File: config.mk
export PLATFORM = sky130hd
export DESIGN_NAME = ctrl_sequencer_flat
export DESIGN_NICKNAME = d
export VERILOG_FILES = /design/src/rtl/ctrl_sequencer_if.sv /design/src/rtl/ctrl_sequencer.sv /design/src/flat_wrapper.sv
export SDC_FILE = /design/constraint.sdc
export NUM_CORES = 1
export LEC_CHECK = 0
export CAP_MARGIN = 20
export CORE_MARGIN = 2
export CORE_UTILIZATION = 43
export DETAILED_ROUTE_END_ITERATION = 10
export PLACE_DENSITY = 0.77
export REMOVE_ABC_BUFFERS = 1
export SYNTH_ARGS = -nofsm -noshare
export SYNTH_HDL_FRONTEND = slang
export SYNTH_SLANG_ARGS = --single-unit
export TNS_END_PERCENT = 10
File: constraint.sdc
create_clock -name clk -period 2.2 [get_ports clk]
set_input_delay 0.66 -clock clk [delete_from_list [all_inputs] [get_ports clk]]
set_output_delay 0.66 -clock clk [all_outputs]
set_load 0.005 [all_outputs]
File: src/rtl/ctrl_sequencer_if.sv
//------------------------------------------------------------------------------
// ctrl_sequencer_if
// Bundles the control sequencer's fetch, flag, memory-handshake, datapath-select
// and status signals. Signal suffixes are from the sequencer's point of view.
// The master modport is the sequencer; the slave modport is its environment.
// Revision: 1.0
//------------------------------------------------------------------------------
`default_nettype none

interface ctrl_sequencer_if #(
    parameter int IW   = 9,
    parameter int CNTW = 16
);
    // Environment -> sequencer
    logic            start_i;
    logic [IW-1:0]   instr_i;
    logic            instr_valid_i;
    logic            alu_c_i;
    logic            alu_z_i;
    logic            mem_ack_i;

    // Requests
    logic            fetch_req_o;
    logic            mem_req_o;

    // Datapath selects
    logic            sel_a_mux_o;
    logic            sel_b_mux_o;
    logic            sel_gd_b_mux_o;
    logic            sel_bit_mux_o;
    logic            sel_shift_mux_o;
    logic            shift_dir_o;
    logic            shift_mode_o;
    logic [2:0]      alu_sel_out_o;
    logic            reg_in_sel_o;
    logic            reg_alu_dat_sel_o;
    logic            dat_in_sel_o;

    // Single-cycle strobes
    logic            reg_wr_en_o;
    logic            dat_wr_en_o;
    logic            pc_inc_o;
    logic            pc_jmp_en_o;
    logic            pc_jmp_abs_o;

    // Status
    logic            busy_o;
    logic            done_o;
    logic [CNTW-1:0] retired_o;
    logic [2:0]      state_o;

    modport master (
        input  start_i, instr_i, instr_valid_i, alu_c_i, alu_z_i, mem_ack_i,
        output fetch_req_o, mem_req_o,
        output sel_a_mux_o, sel_b_mux_o, sel_gd_b_mux_o, sel_bit_mux_o,
        output sel_shift_mux_o, shift_dir_o, shift_mode_o, alu_sel_out_o,
        output reg_in_sel_o, reg_alu_dat_sel_o, dat_in_sel_o,
        output reg_wr_en_o, dat_wr_en_o, pc_inc_o, pc_jmp_en_o, pc_jmp_abs_o,
        output busy_o, done_o, retired_o, state_o
    );

    modport slave (
        output start_i, instr_i, instr_valid_i, alu_c_i, alu_z_i, mem_ack_i,
        input  fetch_req_o, mem_req_o,
        input  sel_a_mux_o, sel_b_mux_o, sel_gd_b_mux_o, sel_bit_mux_o,
        input  sel_shift_mux_o, shift_dir_o, shift_mode_o, alu_sel_out_o,
        input  reg_in_sel_o, reg_alu_dat_sel_o, dat_in_sel_o,
        input  reg_wr_en_o, dat_wr_en_o, pc_inc_o, pc_jmp_en_o, pc_jmp_abs_o,
        input  busy_o, done_o, retired_o, state_o
    );
endinterface

`default_nettype wire

File: src/rtl/ctrl_sequencer.sv
//------------------------------------------------------------------------------
// ctrl_sequencer
// Instruction sequencer: IDLE -> FETCH -> EXEC [-> MEM] -> FETCH ... -> HALT.
// Decodes the 6-bit opcode held in IR into datapath selects and strobes,
// keeps carry/zero flags for conditional branches, and counts retired
// instructions in a saturating counter.
// Optional feature macro: CTRL_MEM_HANDSHAKE_EN -- when defined, MEM drives
// mem_req and waits for mem_ack; otherwise MEM always lasts one cycle.
// Revision: 1.0
//------------------------------------------------------------------------------
`default_nettype none

module ctrl_sequencer #(
    parameter int IW   = 9,
    parameter int CNTW = 16
) (
    input  logic                 clk,
    input  logic                 reset,
    ctrl_sequencer_if.master     bus
);

    typedef enum logic [2:0] {
        S_IDLE  = 3'd0,
        S_FETCH = 3'd1,
        S_EXEC  = 3'd2,
        S_MEM   = 3'd3,
        S_HALT  = 3'd4
    } state_e;

    typedef enum logic [4:0] {
        OP_NOP, OP_CMP, OP_MOV, OP_ADD, OP_SUB, OP_LSL, OP_ROL, OP_AND,
        OP_OR, OP_XOR, OP_JGE, OP_JG, OP_JMP, OP_INC, OP_LSL1, OP_ROL1,
        OP_CLR, OP_NOT, OP_LDR, OP_STR, OP_HALT
    } op_e;

    state_e          state_q, state_d;
    logic [5:0]      ir_q;          // only the opcode field of IR is ever consumed
    logic            c_q, z_q;
    logic [CNTW-1:0] retired_q, retired_d;

    op_e             op;
    logic            ir_we;
    logic            flags_we;
    logic            retire;
    logic            mem_done;
    logic            taken;

    // MEM completion: either the acknowledge or unconditionally after one cycle
`ifdef CTRL_MEM_HANDSHAKE_EN
    assign mem_done      = bus.mem_ack_i;
    assign bus.mem_req_o = (state_q == S_MEM);
`else
    assign mem_done      = 1'b1;
    assign bus.mem_req_o = 1'b0;
`endif

    // Opcode decode of the latched instruction
    always_comb begin
        op = OP_NOP;
        casez (ir_q)
            6'b000???: op = OP_CMP;
            6'b001???: op = OP_MOV;
            6'b01000?: op = OP_ADD;
            6'b01001?: op = OP_SUB;
            6'b01010?: op = OP_LSL;
            6'b01011?: op = OP_ROL;
            6'b01100?: op = OP_AND;
            6'b01101?: op = OP_OR;
            6'b01110?: op = OP_XOR;
            6'b10000?: op = OP_JGE;
            6'b10001?: op = OP_JG;
            6'b10010?: op = OP_JMP;
            6'b101000: op = OP_INC;
            6'b101001: op = OP_LSL1;
            6'b101010: op = OP_ROL1;
            6'b101011: op = OP_CLR;
            6'b101100: op = OP_NOT;
            6'b101101,
            6'b110000: op = OP_LDR;
            6'b101110,
            6'b110001: op = OP_STR;
            6'b111111: op = OP_HALT;
            default:   op = OP_NOP;
        endcase
    end

    // Branch resolution uses the flags latched by earlier instructions
    assign taken = (op == OP_JMP) ||
                   ((op == OP_JGE) && c_q) ||
                   ((op == OP_JG)  && c_q && !z_q);

    // Datapath selects, decoded from IR only while an instruction is in flight
    always_comb begin
        bus.sel_a_mux_o       = 1'b0;
        bus.sel_b_mux_o       = 1'b0;
        bus.sel_gd_b_mux_o    = 1'b0;
        bus.sel_bit_mux_o     = 1'b0;
        bus.sel_shift_mux_o   = 1'b0;
        bus.shift_dir_o       = 1'b0;
        bus.shift_mode_o      = 1'b0;
        bus.alu_sel_out_o     = 3'b000;
        bus.reg_in_sel_o      = 1'b0;
        bus.reg_alu_dat_sel_o = 1'b0;
        bus.dat_in_sel_o      = 1'b0;
        if ((state_q == S_EXEC) || (state_q == S_MEM)) begin
            case (op)
                OP_ADD:  bus.alu_sel_out_o = 3'b100;
                OP_SUB, OP_CMP: begin
                    bus.alu_sel_out_o = 3'b100;
                    bus.sel_b_mux_o   = 1'b1;
                    bus.sel_bit_mux_o = 1'b1;
                end
                OP_INC: begin
                    bus.alu_sel_out_o  = 3'b100;
                    bus.sel_bit_mux_o  = 1'b1;
                    bus.sel_gd_b_mux_o = 1'b1;
                end
                OP_LSL:  bus.alu_sel_out_o = 3'b101;
                OP_ROL: begin
                    bus.alu_sel_out_o = 3'b101;
                    bus.shift_mode_o  = 1'b1;
                end
                OP_LSL1: begin
                    bus.alu_sel_out_o   = 3'b101;
                    bus.sel_shift_mux_o = 1'b1;
                end
                OP_ROL1: begin
                    bus.alu_sel_out_o   = 3'b101;
                    bus.shift_mode_o    = 1'b1;
                    bus.sel_shift_mux_o = 1'b1;
                end
                OP_AND:  bus.alu_sel_out_o = 3'b001;
                OP_OR:   bus.alu_sel_out_o = 3'b010;
                OP_XOR:  bus.alu_sel_out_o = 3'b011;
                OP_CLR: begin
                    bus.alu_sel_out_o  = 3'b001;
                    bus.sel_gd_b_mux_o = 1'b1;
                end
                OP_NOT: begin
                    bus.alu_sel_out_o = 3'b110;
                    bus.sel_a_mux_o   = 1'b1;
                end
                OP_MOV:  bus.reg_in_sel_o      = 1'b1;
                OP_LDR:  bus.reg_alu_dat_sel_o = 1'b1;
                OP_STR:  bus.dat_in_sel_o      = 1'b1;
                default: ;
            endcase
        end
    end

    // Next-state, strobes and bookkeeping enables
    always_comb begin
        state_d          = state_q;
        ir_we            = 1'b0;
        flags_we         = 1'b0;
        retire           = 1'b0;
        bus.fetch_req_o  = 1'b0;
        bus.reg_wr_en_o  = 1'b0;
        bus.dat_wr_en_o  = 1'b0;
        bus.pc_inc_o     = 1'b0;
        bus.pc_jmp_en_o  = 1'b0;
        bus.pc_jmp_abs_o = 1'b0;
        case (state_q)
            S_IDLE: begin
                if (bus.start_i) state_d = S_FETCH;
            end
            S_FETCH: begin
                bus.fetch_req_o = 1'b1;
                if (bus.instr_valid_i) begin
                    ir_we   = 1'b1;
                    state_d = S_EXEC;
                end
            end
            S_EXEC: begin
                flags_we = (op == OP_CMP) || (op == OP_ADD) || (op == OP_SUB);
                case (op)
                    OP_ADD, OP_SUB, OP_LSL, OP_ROL, OP_AND, OP_OR, OP_XOR,
                    OP_INC, OP_LSL1, OP_ROL1, OP_CLR, OP_NOT, OP_MOV:
                        bus.reg_wr_en_o = 1'b1;
                    default: ;
                endcase
                if ((op == OP_LDR) || (op == OP_STR)) begin
                    state_d = S_MEM;
                end else if (op == OP_HALT) begin
                    state_d = S_HALT;
                end else begin
                    state_d          = S_FETCH;
                    retire           = 1'b1;
                    bus.pc_jmp_en_o  = taken;
                    bus.pc_inc_o     = !taken;
                end
            end
            S_MEM: begin
                if (mem_done) begin
                    bus.reg_wr_en_o = (op == OP_LDR);
                    bus.dat_wr_en_o = (op == OP_STR);
                    bus.pc_inc_o    = 1'b1;
                    retire          = 1'b1;
                    state_d         = S_FETCH;
                end
            end
            S_HALT: begin
                if (bus.start_i) state_d = S_FETCH;
            end
            default: state_d = S_IDLE;
        endcase
    end

    // Saturating retired-instruction count
    always_comb begin
        retired_d = retired_q;
        if (retire && (retired_q != {CNTW{1'b1}})) retired_d = retired_q + CNTW'(1);
    end

    // State, IR, flags and counter registers
    always_ff @(posedge clk or posedge reset) begin
        if (reset) begin
            state_q   <= S_IDLE;
            ir_q      <= 6'd0;
            c_q       <= 1'b0;
            z_q       <= 1'b0;
            retired_q <= '0;
        end else begin
            state_q   <= state_d;
            retired_q <= retired_d;
            if (ir_we) ir_q <= bus.instr_i[IW-1:IW-6];
            if (flags_we) begin
                c_q <= bus.alu_c_i;
                z_q <= bus.alu_z_i;
            end
        end
    end

    assign bus.state_o   = state_q;
    assign bus.busy_o    = (state_q == S_FETCH) || (state_q == S_EXEC) || (state_q == S_MEM);
    assign bus.done_o    = (state_q == S_HALT);
    assign bus.retired_o = retired_q;

endmodule

`default_nettype wire

File: src/flat_wrapper.sv
// flat-port wrapper written by rule: the top's interface ports become plain ports
module ctrl_sequencer_flat 
#(
    parameter int IW   = 9,
    parameter int CNTW = 16
)
  (clk, reset, bus_start_i, bus_instr_i, bus_instr_valid_i, bus_alu_c_i, bus_alu_z_i, bus_mem_ack_i, bus_fetch_req_o, bus_mem_req_o, bus_sel_a_mux_o, bus_sel_b_mux_o, bus_sel_gd_b_mux_o, bus_sel_bit_mux_o, bus_sel_shift_mux_o, bus_shift_dir_o, bus_shift_mode_o, bus_alu_sel_out_o, bus_reg_in_sel_o, bus_reg_alu_dat_sel_o, bus_dat_in_sel_o, bus_reg_wr_en_o, bus_dat_wr_en_o, bus_pc_inc_o, bus_pc_jmp_en_o, bus_pc_jmp_abs_o, bus_busy_o, bus_done_o, bus_retired_o, bus_state_o);
  ctrl_sequencer_if #(.IW(IW), .CNTW(CNTW)) bus_i ();
  input  logic clk;
  input  logic reset;
  input wire logic [$bits(bus_i.start_i)-1:0] bus_start_i;
  input wire logic [$bits(bus_i.instr_i)-1:0] bus_instr_i;
  input wire logic [$bits(bus_i.instr_valid_i)-1:0] bus_instr_valid_i;
  input wire logic [$bits(bus_i.alu_c_i)-1:0] bus_alu_c_i;
  input wire logic [$bits(bus_i.alu_z_i)-1:0] bus_alu_z_i;
  input wire logic [$bits(bus_i.mem_ack_i)-1:0] bus_mem_ack_i;
  output wire logic [$bits(bus_i.fetch_req_o)-1:0] bus_fetch_req_o;
  output wire logic [$bits(bus_i.mem_req_o)-1:0] bus_mem_req_o;
  output wire logic [$bits(bus_i.sel_a_mux_o)-1:0] bus_sel_a_mux_o;
  output wire logic [$bits(bus_i.sel_b_mux_o)-1:0] bus_sel_b_mux_o;
  output wire logic [$bits(bus_i.sel_gd_b_mux_o)-1:0] bus_sel_gd_b_mux_o;
  output wire logic [$bits(bus_i.sel_bit_mux_o)-1:0] bus_sel_bit_mux_o;
  output wire logic [$bits(bus_i.sel_shift_mux_o)-1:0] bus_sel_shift_mux_o;
  output wire logic [$bits(bus_i.shift_dir_o)-1:0] bus_shift_dir_o;
  output wire logic [$bits(bus_i.shift_mode_o)-1:0] bus_shift_mode_o;
  output wire logic [$bits(bus_i.alu_sel_out_o)-1:0] bus_alu_sel_out_o;
  output wire logic [$bits(bus_i.reg_in_sel_o)-1:0] bus_reg_in_sel_o;
  output wire logic [$bits(bus_i.reg_alu_dat_sel_o)-1:0] bus_reg_alu_dat_sel_o;
  output wire logic [$bits(bus_i.dat_in_sel_o)-1:0] bus_dat_in_sel_o;
  output wire logic [$bits(bus_i.reg_wr_en_o)-1:0] bus_reg_wr_en_o;
  output wire logic [$bits(bus_i.dat_wr_en_o)-1:0] bus_dat_wr_en_o;
  output wire logic [$bits(bus_i.pc_inc_o)-1:0] bus_pc_inc_o;
  output wire logic [$bits(bus_i.pc_jmp_en_o)-1:0] bus_pc_jmp_en_o;
  output wire logic [$bits(bus_i.pc_jmp_abs_o)-1:0] bus_pc_jmp_abs_o;
  output wire logic [$bits(bus_i.busy_o)-1:0] bus_busy_o;
  output wire logic [$bits(bus_i.done_o)-1:0] bus_done_o;
  output wire logic [$bits(bus_i.retired_o)-1:0] bus_retired_o;
  output wire logic [$bits(bus_i.state_o)-1:0] bus_state_o;
  assign bus_i.start_i = bus_start_i;
  assign bus_i.instr_i = bus_instr_i;
  assign bus_i.instr_valid_i = bus_instr_valid_i;
  assign bus_i.alu_c_i = bus_alu_c_i;
  assign bus_i.alu_z_i = bus_alu_z_i;
  assign bus_i.mem_ack_i = bus_mem_ack_i;
  assign bus_fetch_req_o = bus_i.fetch_req_o;
  assign bus_mem_req_o = bus_i.mem_req_o;
  assign bus_sel_a_mux_o = bus_i.sel_a_mux_o;
  assign bus_sel_b_mux_o = bus_i.sel_b_mux_o;
  assign bus_sel_gd_b_mux_o = bus_i.sel_gd_b_mux_o;
  assign bus_sel_bit_mux_o = bus_i.sel_bit_mux_o;
  assign bus_sel_shift_mux_o = bus_i.sel_shift_mux_o;
  assign bus_shift_dir_o = bus_i.shift_dir_o;
  assign bus_shift_mode_o = bus_i.shift_mode_o;
  assign bus_alu_sel_out_o = bus_i.alu_sel_out_o;
  assign bus_reg_in_sel_o = bus_i.reg_in_sel_o;
  assign bus_reg_alu_dat_sel_o = bus_i.reg_alu_dat_sel_o;
  assign bus_dat_in_sel_o = bus_i.dat_in_sel_o;
  assign bus_reg_wr_en_o = bus_i.reg_wr_en_o;
  assign bus_dat_wr_en_o = bus_i.dat_wr_en_o;
  assign bus_pc_inc_o = bus_i.pc_inc_o;
  assign bus_pc_jmp_en_o = bus_i.pc_jmp_en_o;
  assign bus_pc_jmp_abs_o = bus_i.pc_jmp_abs_o;
  assign bus_busy_o = bus_i.busy_o;
  assign bus_done_o = bus_i.done_o;
  assign bus_retired_o = bus_i.retired_o;
  assign bus_state_o = bus_i.state_o;
  ctrl_sequencer #(.IW(IW), .CNTW(CNTW)) u_core (.clk(clk), .reset(reset), .bus(bus_i));
endmodule
==> flow_metrics.py <==
metrics = {
    "drt": {
        "vias": 2127,
        "drtIter0Drc": 128,
        "totalWireLength_mm": 6.07,
        "routedWlPerCell_um": 16.1,
        "drtPass1Iterations": 4,
        "ant_nets": 0,
        "avgViaCountPerCell": 5.66,
        "drc": 0,
    },
    "setup_path": {
        "r2r_cells": 8,
        "startpoint_type": "register",
        "crit_required_ns": 1.54,
        "cp_max_fo": 6,
        "cp.arrival_ns": 1.99,
        "regToRegEndpoint": "u_core.bus.retired_o[7]",
        "worstSetupEndpointType": "output pin",
        "r2r-start": "u_core.ir_q[1]",
        "crit_type": "reg -> out",
        "rrSetupSlack_ns": -0.11,
    },
    "clocking": {
        "h-tree-depth": 1,
        "clkLatencyLatePin_ns": 0.27,
        "clk_pin_slew_ns": 0.09,
        "cts_buffers": 3,
        "cts.sinks": 27,
        "cts_hold_buf": 0,
        "clock_tree.root_cell": "clkbuf_8",
        "cts_tree": "yes",
        "clock_path_buffers": 2,
    },
    "final_layout": {
        "design_area_um2": 3100,
        "fin_nets": 342,
        "fillers": 340,
        "syn2layout_area_growth_pct": 61.0,
        "drive_above_1_share_pct": 39.8,
        "diodes": 0,
    },
    "run_status": {
        "violations": "negative setup slack",
        "status": "complete, but fails checks",
    },
    "logic_synthesis": {
        "synthSimpleGateAreaFrac_pct": 31.3,
        "synthTopCellsByCount": "dfrtp_1 (27), nor2_1 (21), nand2_1 (18)",
        "yosys.area.top_type": "dfrtp_1",
        "synth_compound_area_share_pct": 14.2,
        "synth_fa_ha_area_share_pct": 0.649,
        "synth.most_common_cell": "dfrtp_1",
        "ys_ff_latch": 27,
        "synth_flop_cell": "dfrtp_1",
        "synthXorXnorAreaFrac_pct": 5.84,
        "synth-edff-count": 0,
        "ys_warn_count": 0,
        "syn-cell-area_um2": 1930,
        "synth.distinct_cells": 51,
        "synth_top_family_by_area": "simple AND/OR/NAND/NOR gates",
        "postSynthCellCount": 227,
        "syn_area_per_cell_um2": 8.49,
        "yosysTopAreaCellShare_pct": 35.0,
        "synth_mux_area_share_pct": 6.36,
        "synth_async_sr_flop_share_pct": 100,
        "synth_area_leaders": "dfrtp_1 (35%), mux2_2 (5.8%), nor2_1 (4.1%)",
        "ys_seq_area_share_pct": 35.0,
    },
    "pwr": {
        "p_total_mw": 3.86,
        "powerDensity_nw_per_um2": 1240,
        "leakage_nw": 1.36,
        "peakVddDrop_v": 0.000839,
    },
    "global_route": {
        "grt_pass1_vias": 1966,
        "grt_usage_pct": 22.7,
        "grt_max_degree": 28,
        "grt_first_pass_wirelength_mm": 9.32,
        "grt.overflow.total": 0,
        "antenna_found_initial": 0,
    },
    "floorplanning": {
        "core-area_um2": 4320,
        "ios": 57,
        "die_width_um": 71.0,
        "die_area_um2": 5040,
        "rows": 24,
        "die_y_um": 71.0,
        "initial_core_util_pct": 44.6,
    },
    "timing": {
        "period_share_pct": 120,
        "finalMaxSlewViolations": 0,
        "setup_viol": 14,
        "tns_ns": -2.98,
        "skew_ns": 0.00996,
        "fin_crit_ns": 2.65,
        "final-hold-violation-count": 0,
        "fin_ws_ns": -0.445,
        "max_freq_mhz": 378,
        "rsz0062_at_grt": "true",
    },
    "placed_design": {
        "hpwl_mm": 3.82,
        "io_buffers": 49,
        "globalplace.congestion": 0.828,
        "dpl-instance-area_um2": 2730,
    },
    "hold_path": {
        "hold-path-cell-count": 1,
        "hold_class": "reg -> reg",
        "holdCritStartpoint": "u_core.bus.retired_o[11]",
        "hold_end": "u_core.bus.retired_o[11]",
    },
    "run": {
        "cap_violations": 0,
    },
}
[final cells by class]
type	instances	area, um2	share of cell area [%]
inverters	3	11.3	0.363
clock buffers	4	45.0	1.45
well taps	52	65.1	2.10
repair buffers	112	973	31.4
flip-flops and latches	27	682	22.0
multi-input cells	178	1330	42.8
[per-layer routing]
layer / global-route usage [%] / vias to the layer above / share of wire (%)
li1: - / 1005 / -
met1: 31.3 / 1026 / 41
met2: 35.9 / 78 / 51
met3: 4.13 / 18 / 5.6
met4: 8.18 / 0 / 2.3
met5: 0 / - / 0
[cells in the final DEF, fill, tap and decap left out, types with 4 or more instances in the layout]
cell              n
buf_6            12
buf_2             9
xor2_1            5
and2_1            5
dfrtp_1          22
nand3_1          10
dfrtp_2           5
nor3_2            5
nand4_1          10
xnor2_1           5
a31oi_1           6
nor3_1            5
nor2_1           17
clkdlybuf4s50_1  32
o21ai_0           7
a21oi_1           9
nand2_1          18
nor2_4            4
mux2_2           10
nand3b_1          4
buf_4            50
[cells by family after synthesis]
group,Yosys count
AOI/OAI and AO/OA,42
DFF,27
xor gates and xnor gates,12
adders and majority gates,1
muxes,11
other,1
and+or+nand+nor,109
buffers and inverters,24
[worst max path at each step]
stage	depth (start not counted)	slack [ns]	end	startpoint
2_1_floorplan	4	-0.19	bus_reg_wr_en_o	u_core.ir_q[4]
3_3_place_gp	5	-0.54	bus_reg_wr_en_o	u_core.ir_q[2]
3_5_place_dp	5	-0.55	bus_reg_wr_en_o	u_core.ir_q[2]
4_1_cts	9	-0.48	bus_pc_jmp_en_o	u_core.ir_q[2]
5_1_grt	8	-0.51	bus_pc_jmp_en_o	u_core.ir_q[1]
6_report	7	-0.45	bus_pc_jmp_en_o	u_core.ir_q[1]
[power breakdown]
group          switching [mW]  internal [mW]
Clock                   0.151          0.130
Combinational            1.25           1.47
Sequential              0.206          0.645
Total                    1.61           2.24
[state kept, by name (all words and copies together) (netlist names)]
| name | cells |
|---|---|
| u_core.ir_q | 6 |
| u_core.bus.state_o | 3 |
| u_core.bus.retired_o | 16 |
| u_core.c_q | 1 |
| u_core.z_q | 1 |
[per-stage QoR]
stage	instances	utilization [%]	hold slack (ns)	worst slack, ns
2_1_floorplan	208	-	0.473	-0.186
3_3_place_gp	356	63.2	0.488	-0.541
3_5_place_dp	356	63.2	0.490	-0.555
4_1_cts	369	68.1	0.506	-0.476
5_1_grt	376	71.8	0.534	-0.506
6_report	376	71.8	0.508	-0.445
[worst max-delay path, cell delays in order, from the launching register on]
cell and delay (ns):
dfrtp_2 0.47, buf_4 0.16, buf_4 0.14, xor2_4 0.16, and3_4 0.18, a21o_1 0.19, a221oi_2 0.26, buf_2 0.15
[timing repair]
action	in CTS	in global routing
setup buffers	9	7
gates resized for setup	76	35
endpoints found under the setup margin	20	18
pin swaps	13	14
(Power assumes the default switching activity.)
